==> src/rtl/rgb_matrix_scan_driver_pkg.sv <==
`default_nettype none
// ============================================================================
//  Module   : rgb_matrix_scan_driver_pkg
//  Purpose  : Shared definitions for the RGB matrix scan driver: row-scan FSM
//             state encodings, colour slot order inside the 74HC595 chain
//             and a width helper.
//  Ports    : none (package)
//  Revision : 1.0 - initial release
// ============================================================================
package rgb_matrix_scan_driver_pkg;

    // Row-scan FSM state register type and encodings
    typedef logic [1:0] scan_state_t;

    localparam logic [1:0] c_ST_CLEAR   = 2'd0;
    localparam logic [1:0] c_ST_SHIFT   = 2'd1;
    localparam logic [1:0] c_ST_LATCH   = 2'd2;
    localparam logic [1:0] c_ST_DISPLAY = 2'd3;

    // Slot of each colour inside the serial word; slot 0 leaves the chain
    // first, so blue is shifted first and red[COLS-1] is the final bit.
    localparam int c_SLOT_BLUE  = 0;
    localparam int c_SLOT_GREEN = 1;
    localparam int c_SLOT_RED   = 2;

    // A row dwell is always this many brightness steps long
    localparam int c_DWELL_STEPS = 16;

    // Ceiling log2, never smaller than 1 so every counter has at least one bit
    function automatic int f_clog2(input int value);
        int w;
        w = 1;
        while ((1 << w) < value) begin
            w = w + 1;
        end
        return w;
    endfunction

endpackage : rgb_matrix_scan_driver_pkg
`default_nettype wire

==> src/rtl/rgb_matrix_scan_driver_if.sv <==
`default_nettype none
// ============================================================================
//  Module   : rgb_matrix_scan_driver_if
//  Purpose  : Frame-source side of the scan driver. The render logic (master)
//             presents three colour planes, a load strobe and the brightness
//             level; the driver (slave) returns the end-of-frame pulse.
//  Signals  : red_frame/green_frame/blue_frame [ROWS*COLS] planes,
//             row r at [r*COLS +: COLS]; frame_load 1-cycle strobe;
//             brightness 0..15; frame_done 1-cycle pulse per frame.
//  Revision : 1.0 - initial release
// ============================================================================
interface rgb_matrix_scan_driver_if #(
    parameter int ROWS = 8,
    parameter int COLS = 8
);
    logic [ROWS*COLS-1:0] red_frame;
    logic [ROWS*COLS-1:0] green_frame;
    logic [ROWS*COLS-1:0] blue_frame;
    logic                 frame_load;
    logic [3:0]           brightness;
    logic                 frame_done;

    modport master (
        output red_frame, green_frame, blue_frame, frame_load, brightness,
        input  frame_done
    );

    modport slave (
        input  red_frame, green_frame, blue_frame, frame_load, brightness,
        output frame_done
    );
endinterface : rgb_matrix_scan_driver_if
`default_nettype wire

==> src/rtl/rgb_matrix_scan_driver_hc595_serializer.sv <==
`default_nettype none
// ============================================================================
//  Module   : rgb_matrix_scan_driver_hc595_serializer
//  Purpose  : Shifts NBITS into a 74HC595 chain, LSB first, then pulses the
//             storage clock. Each bit lasts 2*CLK_DIV cycles (SH_CP low for
//             the first half, high for the second); the latch pulse lasts
//             CLK_DIV cycles. A start restarts the sequence.
//  Ports    : clk, rst_n (async, active low)
//             i_start  - begin a new word (data captured the same cycle)
//             i_data   - word to shift, bit 0 first
//             o_ds, o_sh_cp, o_st_cp - registered chain pins
//             o_shift_end - last cycle of the shift phase
//             o_done      - last cycle of the latch phase
//  Revision : 1.0 - initial release
// ============================================================================
module rgb_matrix_scan_driver_hc595_serializer
    import rgb_matrix_scan_driver_pkg::*;
#(
    parameter int CLK_DIV = 16,
    parameter int NBITS   = 24
) (
    input  wire logic             clk,
    input  wire logic             rst_n,
    input  wire logic             i_start,
    input  wire logic [NBITS-1:0] i_data,
    output logic                  o_ds,
    output logic                  o_sh_cp,
    output logic                  o_st_cp,
    output logic                  o_shift_end,
    output logic                  o_done
);
    localparam int c_BIT_W = f_clog2(NBITS);
    localparam int c_DIV_W = f_clog2(2 * CLK_DIV);

    localparam logic [c_BIT_W-1:0] c_BIT_LAST    = c_BIT_W'(NBITS - 1);
    localparam logic [c_DIV_W-1:0] c_DIV_SH_LAST = c_DIV_W'(2 * CLK_DIV - 1);
    localparam logic [c_DIV_W-1:0] c_DIV_LT_LAST = c_DIV_W'(CLK_DIV - 1);
    localparam logic [c_DIV_W-1:0] c_DIV_HALF    = c_DIV_W'(CLK_DIV);

    logic               r_shift;
    logic               r_latch;
    logic [c_BIT_W-1:0] r_bit;
    logic [c_DIV_W-1:0] r_div;
    logic [NBITS-1:0]   r_data;

    logic               w_shift_n;
    logic               w_latch_n;
    logic [c_BIT_W-1:0] w_bit_n;
    logic [c_DIV_W-1:0] w_div_n;
    logic [NBITS-1:0]   w_data_n;

    // Next-state of the sequencer. The pins are registered from these next
    // values so they line up exactly with the counter that produced them.
    always_comb begin
        w_shift_n   = r_shift;
        w_latch_n   = r_latch;
        w_bit_n     = r_bit;
        w_div_n     = r_div;
        w_data_n    = r_data;
        o_shift_end = 1'b0;
        o_done      = 1'b0;
        if (i_start) begin
            w_shift_n = 1'b1;
            w_latch_n = 1'b0;
            w_bit_n   = '0;
            w_div_n   = '0;
            w_data_n  = i_data;
        end else if (r_shift) begin
            if (r_div == c_DIV_SH_LAST) begin
                w_div_n = '0;
                if (r_bit == c_BIT_LAST) begin
                    w_shift_n   = 1'b0;
                    w_latch_n   = 1'b1;
                    o_shift_end = 1'b1;
                end else begin
                    w_bit_n = r_bit + 1'b1;
                end
            end else begin
                w_div_n = r_div + 1'b1;
            end
        end else if (r_latch) begin
            if (r_div == c_DIV_LT_LAST) begin
                w_latch_n = 1'b0;
                w_div_n   = '0;
                o_done    = 1'b1;
            end else begin
                w_div_n = r_div + 1'b1;
            end
        end
    end

    always_ff @(posedge clk or negedge rst_n) begin
        if (!rst_n) begin
            r_shift <= 1'b0;
            r_latch <= 1'b0;
            r_bit   <= '0;
            r_div   <= '0;
            r_data  <= '0;
            o_ds    <= 1'b0;
            o_sh_cp <= 1'b0;
            o_st_cp <= 1'b0;
        end else begin
            r_shift <= w_shift_n;
            r_latch <= w_latch_n;
            r_bit   <= w_bit_n;
            r_div   <= w_div_n;
            r_data  <= w_data_n;
            o_ds    <= w_shift_n & w_data_n[w_bit_n];
            o_sh_cp <= w_shift_n & (w_div_n >= c_DIV_HALF);
            o_st_cp <= w_latch_n;
        end
    end

endmodule : rgb_matrix_scan_driver_hc595_serializer
`default_nettype wire

==> src/rtl/rgb_matrix_scan_driver.sv <==
`default_nettype none
// ============================================================================
//  Module   : rgb_matrix_scan_driver
//  Purpose  : Row-scanning driver for an RGB LED matrix behind a 74HC595
//             column chain. Per row: shift blue/green/red column bits, latch,
//             then enable the row cathode for 16*DWELL_UNIT cycles with OE
//             PWM'd by brightness. Frames are double buffered and swapped
//             only at the start of row 0.
//  Ports    : CLOCK, RESET_N (async, active low)
//             fb      - frame source interface (slave side)
//             DS, SH_CP, ST_CP, SRCLR_N, oe - chain pins (oe active low)
//             CAT[ROWS] - one-hot cathode, row r drives CAT[ROWS-1-r]
//  Revision : 1.0 - initial release
// ============================================================================
module rgb_matrix_scan_driver
    import rgb_matrix_scan_driver_pkg::*;
#(
    parameter int ROWS       = 8,
    parameter int COLS       = 8,
    parameter int CLK_DIV    = 16,
    parameter int DWELL_UNIT = 64
) (
    input  wire logic               CLOCK,
    input  wire logic               RESET_N,
    rgb_matrix_scan_driver_if.slave fb,
    output logic                    DS,
    output logic                    SH_CP,
    output logic                    ST_CP,
    output logic                    SRCLR_N,
    output logic                    oe,
    output logic [ROWS-1:0]         CAT
);
    localparam int c_NBITS = 3 * COLS;
    localparam int c_PLANE = ROWS * COLS;
    localparam int c_DWELL = c_DWELL_STEPS * DWELL_UNIT;
    localparam int c_CLEAR = 2 * CLK_DIV;
    localparam int c_CNT_W = f_clog2((c_DWELL > c_CLEAR) ? c_DWELL : c_CLEAR);
    localparam int c_ON_W  = c_CNT_W + 1;
    localparam int c_ROW_W = f_clog2(ROWS);

    localparam logic [c_CNT_W-1:0] c_CLEAR_LAST = c_CNT_W'(c_CLEAR - 1);
    localparam logic [c_CNT_W-1:0] c_DWELL_LAST = c_CNT_W'(c_DWELL - 1);
    localparam logic [c_ROW_W-1:0] c_ROW_LAST   = c_ROW_W'(ROWS - 1);

    scan_state_t        r_state;
    logic [c_ROW_W-1:0] r_row;
    logic [c_CNT_W-1:0] r_cnt;
    logic [3:0]         r_bright;
    logic               r_frame_done;

    logic [c_PLANE-1:0] r_act_red, r_act_green, r_act_blue;
    logic [c_PLANE-1:0] r_pend_red, r_pend_green, r_pend_blue;
    logic               r_pend_valid;

    logic               w_clear_end;
    logic               w_dwell_end;
    logic               w_enter_shift;
    logic [c_ROW_W-1:0] w_row_nxt;
    logic               w_swap;
    logic [c_PLANE-1:0] w_src_red, w_src_green, w_src_blue;
    logic [COLS-1:0]    w_row_red, w_row_green, w_row_blue;
    logic [c_NBITS-1:0] w_ser_data;
    logic [ROWS-1:0]    w_cat_onehot;
    logic [c_CNT_W-1:0] w_cnt_inc;
    logic [c_ON_W-1:0]  w_on_cycles;
    logic               w_ser_shift_end;
    logic               w_ser_done;

    assign w_clear_end   = (r_state == c_ST_CLEAR) && (r_cnt == c_CLEAR_LAST);
    assign w_dwell_end   = (r_state == c_ST_DISPLAY) && (r_cnt == c_DWELL_LAST);
    assign w_enter_shift = w_clear_end | w_dwell_end;
    assign w_cnt_inc     = r_cnt + 1'b1;
    assign w_on_cycles   = c_ON_W'((int'(r_bright) + 1) * DWELL_UNIT);

    // Row that the upcoming SHIFT phase serves; CLEAR always leads to row 0
    always_comb begin
        w_row_nxt = r_row;
        if (w_clear_end) begin
            w_row_nxt = '0;
        end else if (w_dwell_end) begin
            w_row_nxt = (r_row == c_ROW_LAST) ? '0 : r_row + 1'b1;
        end
    end

    // Swap only on the way into row 0 so a frame is never torn
    assign w_swap      = w_enter_shift && (w_row_nxt == '0) && r_pend_valid;
    // The serializer captures its word on the swap edge, so it must see the
    // buffer that becomes active on that same edge.
    assign w_src_red   = w_swap ? r_pend_red   : r_act_red;
    assign w_src_green = w_swap ? r_pend_green : r_act_green;
    assign w_src_blue  = w_swap ? r_pend_blue  : r_act_blue;

    always_comb begin
        w_row_red   = '0;
        w_row_green = '0;
        w_row_blue  = '0;
        for (int r = 0; r < ROWS; r++) begin
            if (w_row_nxt == c_ROW_W'(r)) begin
                w_row_red   = w_src_red[r*COLS +: COLS];
                w_row_green = w_src_green[r*COLS +: COLS];
                w_row_blue  = w_src_blue[r*COLS +: COLS];
            end
        end
        w_ser_data = '0;
        w_ser_data[c_SLOT_BLUE*COLS  +: COLS] = w_row_blue;
        w_ser_data[c_SLOT_GREEN*COLS +: COLS] = w_row_green;
        w_ser_data[c_SLOT_RED*COLS   +: COLS] = w_row_red;
    end

    always_comb begin
        w_cat_onehot = '0;
        for (int r = 0; r < ROWS; r++) begin
            w_cat_onehot[ROWS-1-r] = (r_row == c_ROW_W'(r));
        end
    end

    rgb_matrix_scan_driver_hc595_serializer #(
        .CLK_DIV (CLK_DIV),
        .NBITS   (c_NBITS)
    ) u_serializer (
        .clk         (CLOCK),
        .rst_n       (RESET_N),
        .i_start     (w_enter_shift),
        .i_data      (w_ser_data),
        .o_ds        (DS),
        .o_sh_cp     (SH_CP),
        .o_st_cp     (ST_CP),
        .o_shift_end (w_ser_shift_end),
        .o_done      (w_ser_done)
    );

    // Row FSM, dwell counter, PWM and cathode drive
    always_ff @(posedge CLOCK or negedge RESET_N) begin
        if (!RESET_N) begin
            r_state      <= c_ST_CLEAR;
            r_row        <= '0;
            r_cnt        <= '0;
            r_bright     <= '0;
            r_frame_done <= 1'b0;
            SRCLR_N      <= 1'b0;
            oe           <= 1'b1;
            CAT          <= '0;
        end else begin
            r_frame_done <= 1'b0;
            case (r_state)
                c_ST_CLEAR: begin
                    if (w_clear_end) begin
                        r_state <= c_ST_SHIFT;
                        r_cnt   <= '0;
                        SRCLR_N <= 1'b1;
                    end else begin
                        r_cnt <= w_cnt_inc;
                    end
                end
                c_ST_SHIFT: begin
                    if (w_ser_shift_end) begin
                        r_state <= c_ST_LATCH;
                    end
                end
                c_ST_LATCH: begin
                    // Brightness is frozen for the whole dwell of this row;
                    // the first dwell cycle is always lit (b+1 >= 1 step).
                    if (w_ser_done) begin
                        r_state  <= c_ST_DISPLAY;
                        r_cnt    <= '0;
                        r_bright <= fb.brightness;
                        CAT      <= w_cat_onehot;
                        oe       <= 1'b0;
                    end
                end
                c_ST_DISPLAY: begin
                    if (w_dwell_end) begin
                        r_state      <= c_ST_SHIFT;
                        r_cnt        <= '0;
                        r_row        <= w_row_nxt;
                        r_frame_done <= (r_row == c_ROW_LAST);
                        CAT          <= '0;
                        oe           <= 1'b1;
                    end else begin
                        r_cnt <= w_cnt_inc;
                        oe    <= ({1'b0, w_cnt_inc} >= w_on_cycles);
                    end
                end
                default: begin
                    r_state <= c_ST_CLEAR;
                    r_cnt   <= '0;
                end
            endcase
        end
    end

    // Double buffer. A load coinciding with the swap lands in pending after
    // the old pending moved to active, so pending stays valid.
    always_ff @(posedge CLOCK or negedge RESET_N) begin
        if (!RESET_N) begin
            r_act_red    <= '0;
            r_act_green  <= '0;
            r_act_blue   <= '0;
            r_pend_red   <= '0;
            r_pend_green <= '0;
            r_pend_blue  <= '0;
            r_pend_valid <= 1'b0;
        end else begin
            if (w_swap) begin
                r_act_red    <= r_pend_red;
                r_act_green  <= r_pend_green;
                r_act_blue   <= r_pend_blue;
                r_pend_valid <= 1'b0;
            end
            if (fb.frame_load) begin
                r_pend_red   <= fb.red_frame;
                r_pend_green <= fb.green_frame;
                r_pend_blue  <= fb.blue_frame;
                r_pend_valid <= 1'b1;
            end
        end
    end

    assign fb.frame_done = r_frame_done;

endmodule : rgb_matrix_scan_driver
`default_nettype wire

==> src/flat_wrapper.sv <==
// flat-port wrapper written by rule: the top's interface ports become plain ports
module rgb_matrix_scan_driver_flat import rgb_matrix_scan_driver_pkg::*;
#(
    parameter int ROWS       = 8,
    parameter int COLS       = 8,
    parameter int CLK_DIV    = 16,
    parameter int DWELL_UNIT = 64
)
  (CLOCK, RESET_N, DS, SH_CP, ST_CP, SRCLR_N, oe, CAT, fb_red_frame, fb_green_frame, fb_blue_frame, fb_frame_load, fb_brightness, fb_frame_done);
  rgb_matrix_scan_driver_if #(.ROWS(ROWS), .COLS(COLS)) fb_i ();
  input  wire logic CLOCK;
  input  wire logic RESET_N;
  output logic DS;
  output logic SH_CP;
  output logic ST_CP;
  output logic SRCLR_N;
  output logic oe;
  output logic [ROWS-1:0] CAT;
  input wire logic [$bits(fb_i.red_frame)-1:0] fb_red_frame;
  input wire logic [$bits(fb_i.green_frame)-1:0] fb_green_frame;
  input wire logic [$bits(fb_i.blue_frame)-1:0] fb_blue_frame;
  input wire logic [$bits(fb_i.frame_load)-1:0] fb_frame_load;
  input wire logic [$bits(fb_i.brightness)-1:0] fb_brightness;
  output wire logic [$bits(fb_i.frame_done)-1:0] fb_frame_done;
  assign fb_i.red_frame = fb_red_frame;
  assign fb_i.green_frame = fb_green_frame;
  assign fb_i.blue_frame = fb_blue_frame;
  assign fb_i.frame_load = fb_frame_load;
  assign fb_i.brightness = fb_brightness;
  assign fb_frame_done = fb_i.frame_done;
  rgb_matrix_scan_driver #(.ROWS(ROWS), .COLS(COLS), .CLK_DIV(CLK_DIV), .DWELL_UNIT(DWELL_UNIT)) u_core (.CLOCK(CLOCK), .RESET_N(RESET_N), .fb(fb_i), .DS(DS), .SH_CP(SH_CP), .ST_CP(ST_CP), .SRCLR_N(SRCLR_N), .oe(oe), .CAT(CAT));
endmodule
==> config.mk <==
export PLATFORM = sky130hd
export DESIGN_NAME = rgb_matrix_scan_driver_flat
export DESIGN_NICKNAME = d
export VERILOG_FILES = /design/src/rtl/rgb_matrix_scan_driver_pkg.sv /design/src/rtl/rgb_matrix_scan_driver_if.sv /design/src/rtl/rgb_matrix_scan_driver_hc595_serializer.sv /design/src/rtl/rgb_matrix_scan_driver.sv /design/src/flat_wrapper.sv
export SDC_FILE = /design/constraint.sdc
export NUM_CORES = 1
export LEC_CHECK = 0
export ABC_AREA = 1
export CAP_MARGIN = 20
export CORE_ASPECT_RATIO = 0.8
export CORE_UTILIZATION = 38
export DETAILED_ROUTE_END_ITERATION = 7
export PLACE_DENSITY = 0.55
export SLEW_MARGIN = 20
export SYNTH_ARGS = -nofsm -noshare
export SYNTH_HDL_FRONTEND = slang
export SYNTH_SLANG_ARGS = --single-unit
==> constraint.sdc <==
create_clock -name CLOCK -period 3.8 [get_ports CLOCK]
set_input_delay 0.76 -clock CLOCK [delete_from_list [all_inputs] [get_ports CLOCK]]
set_output_delay 0.76 -clock CLOCK [all_outputs]
set_load 0.005 [all_outputs]
After elaboration in Yosys (flattened, before gate mapping)
Index checks and enable logic that the tools add are counted.
- bits in registers: 453
- word-level logic and storage cells: 158
- magnitude comparators: 3
- bitwise gates (word level): 3
- eq/ne operators: 28
- mux-type cells: 79
- reductions and logical operators: 18
- add/sub/neg operators: 5
- operators by type and width (kind ; count):
    $mux 8 ; 26
    $mux 64 ; 3
    $mux 5 ; 9
    $mux 10 ; 3
    $pmux 10 s3 ; 1
    $mux 1 ; 25
    $eq 3x3->1 const B ; 8
    $mux 24 ; 1
    $pmux 8 s2 ; 1
    $eq 3x2->1 const B ; 4
    $reduce_and 2->1 ; 6
    $ge 10x11->1 ; 1
    $add 10x1->10 const B ; 1
    $add 5x1->5 const B ; 2
    $eq 10x10->1 const B ; 1
    $eq 10x5->1 const B ; 1
    $eq 5x5->1 const B ; 2
    $mux 3 ; 3
    $mux 2 ; 4
    $pmux 2 s4 ; 1
    $eq 3x1->1 const B ; 2
    $logic_not 3->1 ; 2
    $lt 5x6->1 const B ; 1
    $ne 3x1->1 const B ; 2
    other kinds (18) ; 26

Logic depth before layout (Yosys ltp)
- depth in word-level cells: 20
- mapped depth: 27
- depth with buffers taken out: 26

By module
A second synthesis with hierarchy kept.
- cells, all modules: 2427
- area total of the unflattened synthesis: 20537.2 um2
- modules (own cells, without submodules) (module ; seq. area each (um2) ; cells each ; area each (um2) ; times used):
    rgb_matrix_scan_driver ; 10386.2 ; 2173 ; 18471.5 ; 1
    rgb_matrix_scan_driver_hc595_serializer ; 950.9 ; 254 ; 2065.7 ; 1

Worst setup path after synthesis
OpenSTA, ideal clock, no wires.
- kind: register to register
- start: reg u_core.r_cnt[0]
- end: reg u_core.u_serializer.r_data[23]
- arrival: 2711 ps
- setup time: 133 ps
- setup slack: 956 ps
- clock period less this slack: 2844 ps
- cell stages (with the launch flop): 20
- required time: 3667 ps
- cell sequence: dfrtp_1 ha_1 nand2_2 nor2_8 inv_2 nor2_2 nand3_1 nand2_2 nand2_2 nor2_8 nand3_4 buf_6 buf_6 buf_6 o21ai_1 nor2_1 a221oi_1 nand4_1 a221oi_2 a21oi_1
- longest elaborated chain between the ends: 17
- RTL lines (item ; line ; source):
    start: declaration ; rgb_matrix_scan_driver.sv:47 ; logic [c_CNT_W-1:0] r_cnt;
    start signal: assignment ; rgb_matrix_scan_driver.sv:152 ; r_cnt <= w_cnt_inc;
    start signal: assignment ; rgb_matrix_scan_driver.sv:180 ; r_cnt <= w_cnt_inc;
    $eq 10x10->1 ; rgb_matrix_scan_driver.sv:70 ; assign w_dwell_end = (r_state == c_ST_DISPLAY) && (r_cnt == c_DWELL_LAST);
    $logic_and 1x1->1 ; rgb_matrix_scan_driver.sv:70 ;
    $mux 3 ; rgb_matrix_scan_driver.sv:80 ; end else if (w_dwell_end) begin
    $mux 3 ; rgb_matrix_scan_driver.sv:78 ; if (w_clear_end) begin
    $logic_not 3->1 ; rgb_matrix_scan_driver.sv:86, rgb_matrix_scan_driver.sv:98 ;
    $logic_and 1x1->1 (2 in series) ; rgb_matrix_scan_driver.sv:86 ; assign w_swap = w_enter_shift && (w_row_nxt == '0) && r_pend_valid;
    $mux 64 ; rgb_matrix_scan_driver.sv:89 ; assign w_src_red = w_swap ? r_pend_red : r_act_red;
    $mux 8 (8 in series) ; rgb_matrix_scan_driver.sv:98 ; if (w_row_nxt == c_ROW_W'(r)) begin
    $mux 24 * ; rgb_matrix_scan_driver_hc595_serializer.sv:62 ; if (i_start) begin
    named net u_core.u_serializer.w_data_n[23] ; rgb_matrix_scan_driver_hc595_serializer.sv:50 ; logic [NBITS-1:0] w_data_n;
    end signal: assignment ; rgb_matrix_scan_driver_hc595_serializer.sv:107 ; r_data <= w_data_n;
    end: declaration ; rgb_matrix_scan_driver_hc595_serializer.sv:44 ; logic [NBITS-1:0] r_data;
The timed path passes the listed nets; every way through them passes the cells marked *.
A chain may end at the register's enable or synchronous reset.

Final worst setup path
- start: reg u_core.r_cnt[0]
- end: reg u_core.u_serializer.o_ds
- RTL lines (item ; line ; source):
    $eq 10x10->1 ; rgb_matrix_scan_driver.sv:70 ;
    $logic_and 1x1->1 ; rgb_matrix_scan_driver.sv:70 ;
    $mux 3 ; rgb_matrix_scan_driver.sv:80 ;
    $mux 3 ; rgb_matrix_scan_driver.sv:78 ;
    $logic_not 3->1 ; rgb_matrix_scan_driver.sv:86 ;
    $logic_and 1x1->1 * (2 in series) ; rgb_matrix_scan_driver.sv:86 ;
    $mux 64 * ; rgb_matrix_scan_driver.sv:90 ; assign w_src_green = w_swap ? r_pend_green : r_act_green;
    named net u_core.w_src_green[38] ; rgb_matrix_scan_driver.sv:60 ; logic [c_PLANE-1:0] w_src_red, w_src_green, w_src_blue;
    $mux 8 * (4 in series) ; rgb_matrix_scan_driver.sv:98 ;
    $mux 24 * ; rgb_matrix_scan_driver_hc595_serializer.sv:62 ;
    $bmux 1 s5 * ; rgb_matrix_scan_driver_hc595_serializer.sv:108 ; o_ds <= w_shift_n & w_data_n[w_bit_n];
    $mux 1 (not written as such) * ; rgb_matrix_scan_driver_hc595_serializer.sv:108 ;
    $and 1x1->1 * ; rgb_matrix_scan_driver_hc595_serializer.sv:108 ;
    end signal: assignment ; rgb_matrix_scan_driver_hc595_serializer.sv:108 ;
    end: declaration ; rgb_matrix_scan_driver_hc595_serializer.sv:26 ; output logic o_ds,
The timed path passes the listed nets; every way through them passes the cells marked *. The select of a mux whose other input is x is not followed.

==> results.txt <==
die height -> 207.4 µm
CP Launch Point -> u_core.r_cnt[0]$_DFFE_PN0P_
highest clock rate -> 284.5 MHz
WL/cell -> 16.46 µm
post-CTS setup buffers -> 0
Req. time, crit path -> 4.29 ns
Largest stage delay, worst path -> 0.38 ns
synthesized flop and latch total -> 453
cell with the most instances after synthesis -> nand2_1
Worst Path Max Fanout -> 70
worst min path class -> input pin to asynchronous set/reset pin
clock slew at reported path FFs -> 0.06 ns
GR Overflow Total -> 0
asr flop ratio synth -> 100.0%
switching pwr -> 2.702 mW
Setup crit start kind -> flop
Vias/cell -> 4.798
Worst-Skew Late Latency -> 0.57 ns
final setup fails -> 0
Top FF cell, synth -> dfrtp_1
die area -> 53650 µm²
leakage -> 12.25 nW
via count -> 15630
antenna viol nets, final -> 0
RR Startpoint -> u_core.r_cnt[0]$_DFFE_PN0P_
cells after synthesis -> 2338
Slew headroom -> 30.37%
cell area power density -> 459.0 nW/µm²
Hold WS -> 0.2026 ns
syn nets -> 2559
top cells by area, synth -> dfrtp_1 (56%), nand2_1 (13%), o21ai_0 (6.8%)
first-pass detailed-route iteration total -> 5
Clock Power Share -> 43.6%
worst r2r dst -> u_core.u_serializer.o_ds$_DFF_PN0_
CP Capture Point -> u_core.u_serializer.o_ds$_DFF_PN0_
gr usage total -> 20.41%
Clock Skew -> 0.02492 ns
Longest Clk Path Bufs -> 3
status -> finished clean
Critical Path, Cell by Cell -> ha_1 -> nand2_2 -> nor2_8 -> nand3_2 -> nor2_2 -> nand2_1 -> nand3_1 -> inv_2 -> nor2_8 -> nand3_4 -> buf_12 -> buf_12 -> o21ai_0 -> nand2_1 -> nand4_1 -> nand2_1 -> nand2_1 -> nand3_1 -> a21oi_1 -> nand2_1 -> nand3_1 -> nand2_1 -> a21oi_2
CP most frequent cell -> nand2_1
Total Wirelength -> 53600 µm
combinational power share -> 9.4%
EDFF count, synth -> 0
Seq pwr share -> 47.0%
CTS tree -> done
hold_buf cts -> 0
Internal -> 8.637 mW
Synth cell types -> 46
synth cell count leaders -> nand2_1 (671), dfrtp_1 (452), inv_1 (338)
Num CTS Buffers -> 48
Max-cap violations -> 0
diode count -> 0
placed insts -> 3168
Mapped Area -> 20030 µm²
drc violations -> 0
RSZ-0062 raised after global routing -> yes
hpwl dp -> 38000 µm
Final Cell Area -> 24710 µm²
sequential-to-total area share from yosys stat -> 56.59%
Switching Share -> 23.83%
critical path type -> flop to flop
CP Capture Type -> flop
vias in the first global route -> 16060
worst-margin pin slew -> 1.043 ns
Root Driver -> clkbuf_16
# H-tree levels -> 2
largest net degree at the start of global routing -> 190
R2R setup slack -> 0.28 ns
Die Wd -> 258.7 µm
I/O pins -> 213
antenna violations before repair -> 0
Slew Viols, Final -> 0
minimum clock period after layout -> 3.515 ns
Synth warnings -> 0
arrival time at the worst endpoint -> 4.01 ns
Tcrit/Tclk final -> 92.51%
Fin. Hold Viols -> 0
IO Port Bufs -> 212
layout net count -> 2755
Starting Density -> 38.85%
core area -> 51570 µm²
R2R depth -> 23
num rows -> 74
share of cells above drive strength 1 -> 7.346%
fin cells -> 3257
syn avg cell area -> 8.569 µm²
area leader, netlist -> dfrtp_1
Yosys top cell area share -> 56.46%
CP max-delay cell -> dfrtp_1
post_cts resized -> 0
Peak supply drop -> 0.2990 mV
gpl congestion -> 0.8424
DP Area -> 23000 µm²
initial DRC count -> 1131
first-pass GRT wire length -> 86770 µm
setup TNS -> 0 ns
Syn-to-layout area delta -> 23.32%
Sink Count -> 453
-- per-stage QoR --
| stage | setup slack, ns | utilization, % | power [mW] |
|---|---|---|---|
| 6_report | 0.2847 | 47.91 | 11.34 |
| 5_1_grt | -0.04569 | 47.91 | 11.87 |
| 4_1_cts | 0.1863 | 47.85 | 11.49 |
| 3_5_place_dp | 0.1901 | 44.59 | 6.499 |
| 3_3_place_gp | 0.2844 | 44.59 | 6.466 |
| 2_1_floorplan | 0.9556 | - | 5.918 |
-- per-layer routing --
metal | wire length (µm) | share of wire (%) | GRT usage [%]
met2 | 24470 | 46 | 32.36
met4 | 885 | 1.7 | 4.305
met3 | 2413 | 4.5 | 3.260
met1 | 25830 | 48 | 29.42
met5 | 0 | 0 | 0
-- cell families (layout without fill, tap and decap cells) --
group                    Yosys count  count (layout)  synth area share [%]
AND/OR/NAND/NOR                  998             998                 21.05
flip-flops                       453             453                 56.59
buffers and inverters            451             686                 9.187
AO/OA/AOI/OAI                    396             396                 10.94
adder cells (fa/ha/maj)           22              22                 1.374
XOR/XNOR                          10              10                0.4372
multiplexers                       8               8                0.4247
-- critical path, delay by kind of cell (launching register included) --
family	cells	cell delay, ns
and+or+nand+nor	16	1.67
AOI/OAI and AO/OA	3	0.55
buffers and inverters	3	0.59
DFF	1	0.38
adders and majority gates	1	0.22
-- area by class of cell --
type                            count  area [µm²]
Fill cell                        4950       26870
Tap cell                          684       855.8
Sequential cell                   453       11340
Multi-Input combinational cell   1434        6898
Inverter                          345        1295
Clock inverter                     24       292.8
Clock buffer                       65        1388
Timing Repair Buffer              252        2640
-- cell usage in the layout (no fill, tap or decap), drive strengths merged, types with 6 or more instances in the layout --
cell	netlist	layout
nand3	123	123
inv	343	344
a221oi	15	15
o22ai	7	7
o21ai	315	315
nand4	26	26
bufinv	0	6
buf	43	42
and2	48	48
clkdlybuf4s50	0	210
ha	22	22
nor2	107	107
clkbuf	63	65
nand2	675	675
dfrtp	452	452
a21oi	33	33
xor2	8	8
o21a	9	9
or2	14	14
a31oi	7	7
clkinv	2	16
-- state kept, by name, indices dropped and copies added, names as in the netlist, 2 cells and up --
signal,cells
u_core.r_act_green,64
u_core.r_pend_blue,64
u_core.r_row,3
u_core.r_act_red,64
u_core.r_pend_green,64
u_core.u_serializer.r_bit,5
u_core.r_act_blue,64
u_core.u_serializer.r_div,5
u_core.r_pend_red,64
u_core.CAT,8
u_core.r_cnt,10
u_core.u_serializer.r_data,24
u_core.r_bright,4
u_core.r_state,2
-- power by group through the flow --
stage / clock network, mW / logic, mW / registers, mW
after floorplan: 0 / 0.540 / 5.38
after global placement: 0 / 1.06 / 5.40
after detailed placement: 0 / 1.09 / 5.41
after CTS: 5.07 / 1.09 / 5.33
after global routing: 5.28 / 1.23 / 5.36
final: 4.94 / 1.07 / 5.33
-- how the worst min path moves through the flow --
stage | start | end | slack [ns]
after floorplan | u_core.r_pend_blue[49]$_DFFE_PN0P_ | u_core.r_pend_blue[49]$_DFFE_PN0P_ | 0.44
after global placement | u_core.SRCLR_N$_DFFE_PN0P_ | u_core.SRCLR_N$_DFFE_PN0P_ | 0.45
after detailed placement | u_core.r_pend_red[48]$_DFFE_PN0P_ | u_core.r_pend_red[48]$_DFFE_PN0P_ | 0.46
after CTS | RESET_N | u_core.r_pend_blue[16]$_DFFE_PN0P_ | 0.20
after global routing | RESET_N | u_core.r_pend_blue[16]$_DFFE_PN0P_ | 0.23
final | RESET_N | u_core.r_pend_blue[16]$_DFFE_PN0P_ | 0.20
Power figures use the tool's default switching activity.
